**src/rtl/mod_dma_agen.sv**
```systemverilog
// mod_dma_agen: multi-channel strided DMA address generator with
// start/busy/done handshake and per-channel ready back-pressure.
// Optional abort port/flag enabled by defining MOD_DMA_AGEN_ABORT_EN.
module mod_dma_agen #(
    parameter int unsigned NCH    = 2,
    parameter int unsigned ADDR_W = 10,
    parameter int unsigned LEN_W  = 10
) (
    input  logic                  clk,
    input  logic                  rst,
    input  logic                  start,
    input  logic [NCH*ADDR_W-1:0] cfg_base,
    input  logic [NCH*ADDR_W-1:0] cfg_stride,
    input  logic [NCH*LEN_W-1:0]  cfg_len,
    input  logic [NCH-1:0]        ready,
`ifdef MOD_DMA_AGEN_ABORT_EN
    input  logic                  abort,
    output logic                  aborted,
`endif
    output logic [NCH*ADDR_W-1:0] addr,
    output logic [NCH-1:0]        addr_vld,
    output logic [NCH-1:0]        addr_last,
    output logic                  busy,
    output logic                  done
);

    typedef enum logic [1:0] {
        ST_IDLE = 2'd0,
        ST_RUN  = 2'd1,
        ST_DONE = 2'd2
    } state_t;

    state_t state_q, state_d;

    logic [ADDR_W-1:0] stride_q [NCH];
    logic [ADDR_W-1:0] stride_d [NCH];
    logic [LEN_W-1:0]  len_q    [NCH];
    logic [LEN_W-1:0]  len_d    [NCH];
    logic [ADDR_W-1:0] addr_q   [NCH];
    logic [ADDR_W-1:0] addr_d   [NCH];
    logic [LEN_W-1:0]  idx_q    [NCH];
    logic [LEN_W-1:0]  idx_d    [NCH];
    logic [NCH-1:0]    vld_q, vld_d;
    logic [NCH-1:0]    last_q, last_d;
    logic              busy_q, busy_d;
    logic              done_q, done_d;
`ifdef MOD_DMA_AGEN_ABORT_EN
    logic              aborted_q, aborted_d;
`endif

    logic              any_en;
    logic              any_vld;
    logic [ADDR_W-1:0] cfg_base_c;
    logic [LEN_W-1:0]  cfg_len_c;

    // Next-state and per-channel beat logic
    always_comb begin
        state_d = state_q;
        stride_d = stride_q;
        len_d = len_q;
        addr_d = addr_q;
        idx_d = idx_q;
        vld_d = vld_q;
        last_d = last_q;
`ifdef MOD_DMA_AGEN_ABORT_EN
        aborted_d = 1'b0;
`endif
        any_en = 1'b0;
        any_vld = 1'b0;
        cfg_base_c = '0;
        cfg_len_c = '0;

        case (state_q)
            ST_IDLE: begin
                if (start) begin
                    for (int c = 0; c < NCH; c++) begin
                        cfg_base_c  = cfg_base[c*ADDR_W +: ADDR_W];
                        cfg_len_c   = cfg_len[c*LEN_W +: LEN_W];
                        stride_d[c] = cfg_stride[c*ADDR_W +: ADDR_W];
                        len_d[c]    = cfg_len_c;
                        idx_d[c]    = '0;
                        vld_d[c]    = (cfg_len_c != '0);
                        last_d[c]   = (cfg_len_c == LEN_W'(1));
                        addr_d[c]   = (cfg_len_c != '0) ? cfg_base_c : '0;
                        any_en      = any_en | (cfg_len_c != '0);
                    end
                    state_d = any_en ? ST_RUN : ST_DONE;
                end
            end
            ST_RUN: begin
                for (int c = 0; c < NCH; c++) begin
                    if (vld_q[c] && ready[c]) begin
                        if (last_q[c]) begin
                            vld_d[c]  = 1'b0;
                            last_d[c] = 1'b0;
                        end else begin
                            addr_d[c] = ADDR_W'(addr_q[c] + stride_q[c]);
                            idx_d[c]  = LEN_W'(idx_q[c] + LEN_W'(1));
                            last_d[c] = (LEN_W'(idx_q[c] + LEN_W'(1)) ==
                                         LEN_W'(len_q[c] - LEN_W'(1)));
                        end
                    end
                    any_vld = any_vld | vld_d[c];
                end
                if (!any_vld) begin
                    state_d = ST_DONE;
                end
`ifdef MOD_DMA_AGEN_ABORT_EN
                // Abort overrides any same-edge completion
                if (abort) begin
                    for (int c = 0; c < NCH; c++) begin
                        vld_d[c]  = 1'b0;
                        last_d[c] = 1'b0;
                        addr_d[c] = '0;
                    end
                    state_d   = ST_DONE;
                    aborted_d = 1'b1;
                end
`endif
            end
            ST_DONE: begin
                state_d = ST_IDLE;
            end
            default: begin
                state_d = ST_IDLE;
            end
        endcase

        busy_d = (state_d != ST_IDLE);
        done_d = (state_d == ST_DONE);
    end

    // State and datapath registers with synchronous reset
    always_ff @(posedge clk) begin
        if (rst) begin
            state_q <= ST_IDLE;
            for (int c = 0; c < NCH; c++) begin
                stride_q[c] <= '0;
                len_q[c]    <= '0;
                addr_q[c]   <= '0;
                idx_q[c]    <= '0;
            end
            vld_q     <= '0;
            last_q    <= '0;
            busy_q    <= 1'b0;
            done_q    <= 1'b0;
`ifdef MOD_DMA_AGEN_ABORT_EN
            aborted_q <= 1'b0;
`endif
        end else begin
            state_q  <= state_d;
            stride_q <= stride_d;
            len_q    <= len_d;
            addr_q   <= addr_d;
            idx_q    <= idx_d;
            vld_q    <= vld_d;
            last_q   <= last_d;
            busy_q   <= busy_d;
            done_q   <= done_d;
`ifdef MOD_DMA_AGEN_ABORT_EN
            aborted_q <= aborted_d;
`endif
        end
    end

    // Pack per-channel registers onto the output buses
    for (genvar g = 0; g < NCH; g++) begin : g_out
        assign addr[g*ADDR_W +: ADDR_W] = addr_q[g];
    end

    assign addr_vld  = vld_q;
    assign addr_last = last_q;
    assign busy      = busy_q;
    assign done      = done_q;
`ifdef MOD_DMA_AGEN_ABORT_EN
    assign aborted   = aborted_q;
`endif

endmodule

```
**config.mk**
```make
export PLATFORM = sky130hd
export DESIGN_NAME = mod_dma_agen
export DESIGN_NICKNAME = d
export VERILOG_FILES = /design/src/rtl/mod_dma_agen.sv
export SDC_FILE = /design/constraint.sdc
export NUM_CORES = 1
export LEC_CHECK = 0
export ABC_AREA = 1
export CAP_MARGIN = 30
export CORE_MARGIN = 1.5
export CORE_UTILIZATION = 54
export CTS_CLUSTER_SIZE = 20
export DETAILED_ROUTE_END_ITERATION = 10
export PLACE_DENSITY = 0.81
export SLEW_MARGIN = 10
export SYNTH_ARGS = -nofsm -noshare
export SYNTH_HDL_FRONTEND = slang
export SYNTH_SLANG_ARGS = --single-unit
```
**constraint.sdc**
```tcl
create_clock -name clk -period 2.5 [get_ports clk]
set_clock_uncertainty 0.15 [all_clocks]
set_input_delay 0.375 -clock clk [delete_from_list [all_inputs] [get_ports clk]]
set_output_delay 0.375 -clock clk [all_outputs]
set_load 0.02 [all_outputs]
```
After elaboration in Yosys (flattened, before gate mapping)

Index checks and enable logic that the tools add are counted.

Reductions and logical operators: 13
Bitwise gates (word level): 2
Div/mod/pow operators: 0
Order comparisons: 0
Multiplexer cells: 32
$mul: 0
Add/sub/neg operators: 6
Shifts and indexed selects: 0
Eq/ne operators: 11

Operators by type and width:

| cell                    | number |
|---|---|
| $mux W10                | 10 |
| $pmux W20 S2            | 2 |
| $mux W20                | 2 |
| $add A10 B1 Y10 const B | 2 |
| $add A10 B10 Y10        | 2 |
| $eq A10 B1 Y1 const B   | 2 |
| $eq A10 B10 Y1          | 2 |
| $reduce_bool A10 Y1     | 2 |
| $sub A10 B1 Y10 const B | 2 |
| $pmux W2 S2             | 3 |
| $mux W1                 | 10 |
| $mux W2                 | 5 |
| $ne A2 B2 Y1 const B    | 5 |
| $reduce_and A4 Y1       | 2 |
| $reduce_and A3 Y1       | 2 |
| $reduce_and A2 Y1       | 2 |
| $reduce_bool A2 Y1      | 2 |
| $eq A2 B1 Y1 const B    | 1 |
| $eq A2 B2 Y1 const B    | 1 |
| $logic_and A1 B1 Y1     | 2 |
| $logic_not A2 Y1        | 1 |
| $or A1 B1 Y1            | 2 |

RAM bits: 0
Memories kept: 0
Bits in latches: 0
Register bits: 88
ROM bits: 0
Bits of input ports: 65
Logic and storage cells: 78
Output and inout port bits: 26

Logic depth before layout (Yosys ltp)

Word-level depth: 7
Gate-level depth with buffers: 16
Depth with buffers taken out: 16

Worst setup path before layout

No wires, ideal clock.

Path kind: reg2reg
Start: reg addr_q (netlist bit addr[10])
End: reg addr_q (netlist bit addr[16])
Clock period less this slack: 1.912 ns
Stages on the path, launching flop included: 12
Setup time: 0.074 ns
Required time: 2.276 ns
Buffers on the path: 0
Setup slack: 0.588 ns
Arrival time: 1.688 ns
Path through: dfxtp_1 -> ha_1 -> fa_1 -> nand3_1 -> nand2_1 -> nand2_1 -> nand2_1 -> a21oi_1 -> nor2_1 -> nor2_1 -> nand2_1 -> a31oi_1

Cells in the longest elaborated chain, start to end: 4

RTL lines:

| element                  | RTL line | text |
|---|---|---|
| start: declaration       | 39       | `logic [ADDR_W-1:0] addr_q [NCH];` |
| start signal: assignment | 154      | `addr_q <= addr_d;` |
| $add A10 B10 Y10         | 97       | `addr_d[c] = ADDR_W'(addr_q[c] + stride_q[c]);` |
| $mux W10                 | 93       | `if (last_q[c]) begin` |
| $mux W10                 | 92       | `if (vld_q[c] && ready[c]) begin` |
| $pmux W20 S2             | 73       | `case (state_q)` |

Every way passes these cells. The select of a mux whose other input is x is not followed.
A chain may end at the register's enable or synchronous reset.

Worst setup path in the final report

Start: reg last_q[0] (netlist: addr_last[0])
End: out addr_last[0]

RTL lines:

| element                  | RTL line | text |
|---|---|---|
| start: declaration       | 44       | `logic [NCH-1:0] last_q, last_d;` |
| start signal: assignment | 157      | `last_q <= last_d;` |
| end: declaration         | 22       | `output logic [NCH-1:0] addr_last,` |

No word-level cell between the ends.

==> key figures <==
Outcome
  • Run status: completed

Synth
  • Count of yosys warnings during synthesis: 0
  • Most used standard cells in the synthesized netlist: sky130_fd_sc_hd__nand2_1 (206), sky130_fd_sc_hd__nor2_1 (97), sky130_fd_sc_hd__dfxtp_1 (88), sky130_fd_sc_hd__a21oi_1 (73), sky130_fd_sc_hd__inv_1 (73)
  • Number of instances in the synthesized netlist: 823
  • Cell type with the highest aggregate area in the netlist: sky130_fd_sc_hd__dfxtp_1
  • Synthesis-stage register bit count: 88
  • Mean Syn Cell Area: 6.54 um^2
  • Number of library cell types mapped by synthesis: 42
  • Share of the synthesized area in the top cell type: 0.327
  • Proportion of synthesized chip area in sequential cells: 0.327
  • Most used DFF post-synth: sky130_fd_sc_hd__dfxtp_1
  • Mapped cell area: 5390 um^2
  • Post-synth EDFFs: 0
  • Most frequent cell after synthesis: sky130_fd_sc_hd__nand2_1
  • Net count after synthesis: 912
  • Ranking of synthesized cells by area: sky130_fd_sc_hd__dfxtp_1 (33%), sky130_fd_sc_hd__nand2_1 (14%), sky130_fd_sc_hd__a21oi_1 (6.8%)
  • Post-synth ARST share: 0

Timing
  • Min Tclk post-route: 2080 ps
  • Transition time at the pin with the least slew margin: 535 ps
  • Worst relative slew slack: 0.643
  • Setup repair after global routing missed its margin: no
  • Setup TNS Final: 0 ps
  • Number of endpoints with negative hold slack in the final report: 0
  • Setup-violating endpoint count in the final report: 0
  • Fin crit share: 0.831
  • Final Slew Violations: 0
  • Smallest hold slack: 329 ps
  • Worst path setup slack after routing: 421 ps
  • Peak Freq: 481 MHz

Worst setup path
  • Logic depth of the worst path, buffers included: 1
  • Startpoint Class: flip-flop
  • Crit path DAT: 1550 ps
  • Critical path endpoint category: output pin
  • Slowest cell on the critical path: sky130_fd_sc_hd__clkdlybuf4s50_1
  • Kind of cell with the highest combined delay on the critical path: buffers and inverters
  • Count of cells along the worst register-to-register path: 11
  • Total buffers and inverters traversed by the critical path: 1
  • CP Cell Sequence: clkdlybuf4s50_1
  • Start-to-end type of the worst setup path: flip-flop to output pin
  • Crit-path max cell delay: 670 ps
  • Required time of the critical path: 1980 ps
  • Maximum fanout along the worst path: 6

Clock network
  • Insertion delay to the later sink of the worst-skew pair: 360 ps
  • Cts repair resizes: 0
  • Total of hold buffers inserted after clock tree synthesis: 0
  • Clock tree sinks: 88
  • Num CTS Buffers: 9
  • Setup repair bufs after CTS: 0
  • Root buffer selected by CTS: sky130_fd_sc_hd__clkbuf_8
  • CTS clock-pin slew for the worst setup and hold paths: 90 ps
  • Count of H-tree levels built during CTS: 3
  • Maximum buffer depth of the clock tree: 2
  • Clock tree from TritonCTS: yes

Drt
  • Via count: 5,565
  • Wire length on met1: 6.24 mm
  • Number of detailed-route iterations in the first pass: 5
  • Met3 Wirelength: 660 um
  • Routed via count divided by cell count: 5.33
  • Antenna-violating nets left: 0
  • Total met2 wirelength after detailed routing: 6.79 mm
  • Top sig layer: met4
  • Routed WL per cell: 13.4 um
  • First-iteration detailed-routing DRC count: 272
  • Drt total wl: 14.0 mm
  • Number of design rule violations left after detail routing: 0

Cells and area
  • Sequential standard cell area: 1760 um^2
  • Fill cells: 874
  • Final nets: 996
  • Final design instance area without fill: 6620 um^2
  • Share of final-layout standard cells stronger than drive strength 1: 0.0680
  • Total area of multi-input combinational cells: 3160 um^2
  • Count of inserted antenna diode cells: 0
  • Layout area overhead: 23.0%

GRT
  • Total global routing overflow: 0
  • Largest net degree at the start of global routing: 46
  • Antenna violations before repair: 0
  • Number of global-route vias before repair: 5,194
  • Total routing usage reported by global routing: 0.270
  • Wire length of the first global-routing pass: 22.7 mm

Power and ir drop
  • IR Drop Worst-Case VDD: 0.297 mV
  • Power density over the cells: 643 nW/um^2
  • Leakage power: 2.94 nW

Job
  • Number of violations of the max-capacitance limit: 0

Floorplanning
  • Total I/O pin count: 91
  • Die Ht: 103 um
  • Total core area: 9730 um^2
  • Starting density of the core: 0.553
  • Die ar.: 10,600 um^2
  • Die X-Extent: 103 um
  • Site Rows: 36

Placed design
  • Worst setup slack after placement: 182 ps
  • RD Place Congestion: 0.878
  • Number of port buffers: 90
  • Placed inst area: 6400 um^2
  • HPWL reported at the end of detailed placement: 10.7 mm

Hold path
  • Worst min path class: flip-flop to flip-flop
  • Count of cells along the worst hold path: 2
[per-stage QoR]
step	utilization	total power, mW	std cells
after CTS	0.681	4.27	1045
after detailed placement	0.658	3.16	1029
after floorplan	-	2.69	823
after global placement	0.658	3.12	1029
final	0.681	4.26	1045
after global routing	0.681	4.53	1045
[tightest hold or removal path, stage by stage (launching register included)]
cell                      delay (ps)
sky130_fd_sc_hd__dfxtp_1         330
sky130_fd_sc_hd__inv_1            50
sky130_fd_sc_hd__a21oi_1          50
[sequential cells by signal (all words and copies together) (netlist names)]
signal     count
busy           1
state_q        2
stride_q      20
len_q         20
addr          20
addr_vld       2
done           1
idx_q         20
addr_last      2
[cell usage in the layout, fill, tap and decap left out, types with 10 or more instances in the layout]
cell type                         instances
sky130_fd_sc_hd__nand2_1                206
sky130_fd_sc_hd__nor2_1                  97
sky130_fd_sc_hd__clkdlybuf4s50_1         90
sky130_fd_sc_hd__dfxtp_1                 88
sky130_fd_sc_hd__inv_1                   73
sky130_fd_sc_hd__a21oi_1                 73
sky130_fd_sc_hd__o21ai_0                 69
sky130_fd_sc_hd__nand3_1                 47
sky130_fd_sc_hd__ha_1                    22
sky130_fd_sc_hd__xor2_1                  18
sky130_fd_sc_hd__inv_2                   15
sky130_fd_sc_hd__nand4_1                 12
sky130_fd_sc_hd__a31oi_1                 11
sky130_fd_sc_hd__buf_4                   10
[layout make-up]
type | count | area share
clock buffers | 10 | 0.0193
clock inverters | 6 | 0.0142
inverters | 91 | 0.0516
multi-input cells | 617 | 0.476
flip-flops and latches | 88 | 0.266
well taps | 133 | 0.0251
repair buffers | 100 | 0.147
[per-layer routing]
layer / global-route usage / vias to the layer above
met5: 0 / -
met4: 0.103 / 0
met3: 0.0461 / 27
met2: 0.475 / 171
met1: 0.332 / 2505
li1: - / 2862
[cells by family (layout without fill, tap and decap cells)]
group,Yosys count,in the layout,share of synthesized area
AOI/OAI and AO/OA,184,184,0.189
xor gates and xnor gates,24,24,0.0390
adders and majority gates,24,24,0.0585
buffers and inverters,118,207,0.0869
DFF,88,88,0.327
and+or+nand+nor,385,385,0.299
[where the power goes]
group          internal [mW]  leakage (nW)  switching [mW]
Sequential              1.55         0.724           0.135
Combinational          0.591          2.11           0.866
Clock                  0.569         0.107           0.542
Total                   2.71          2.94            1.54
[worst paths after layout]
check	startpoint	endpoint	slack, ps
setup / recovery	addr_last[0]$_SDFFE_PP0P_	addr_last[0]	420
hold / removal	len_q[9]$_SDFFE_PP0P_	len_q[9]$_SDFFE_PP0P_	330
hold reg to reg	len_q[9]$_SDFFE_PP0P_	len_q[9]$_SDFFE_PP0P_	330
setup reg to reg	addr[0]$_SDFFE_PP0P_	addr[6]$_SDFFE_PP0P_	430
(Power assumes the default switching activity.)
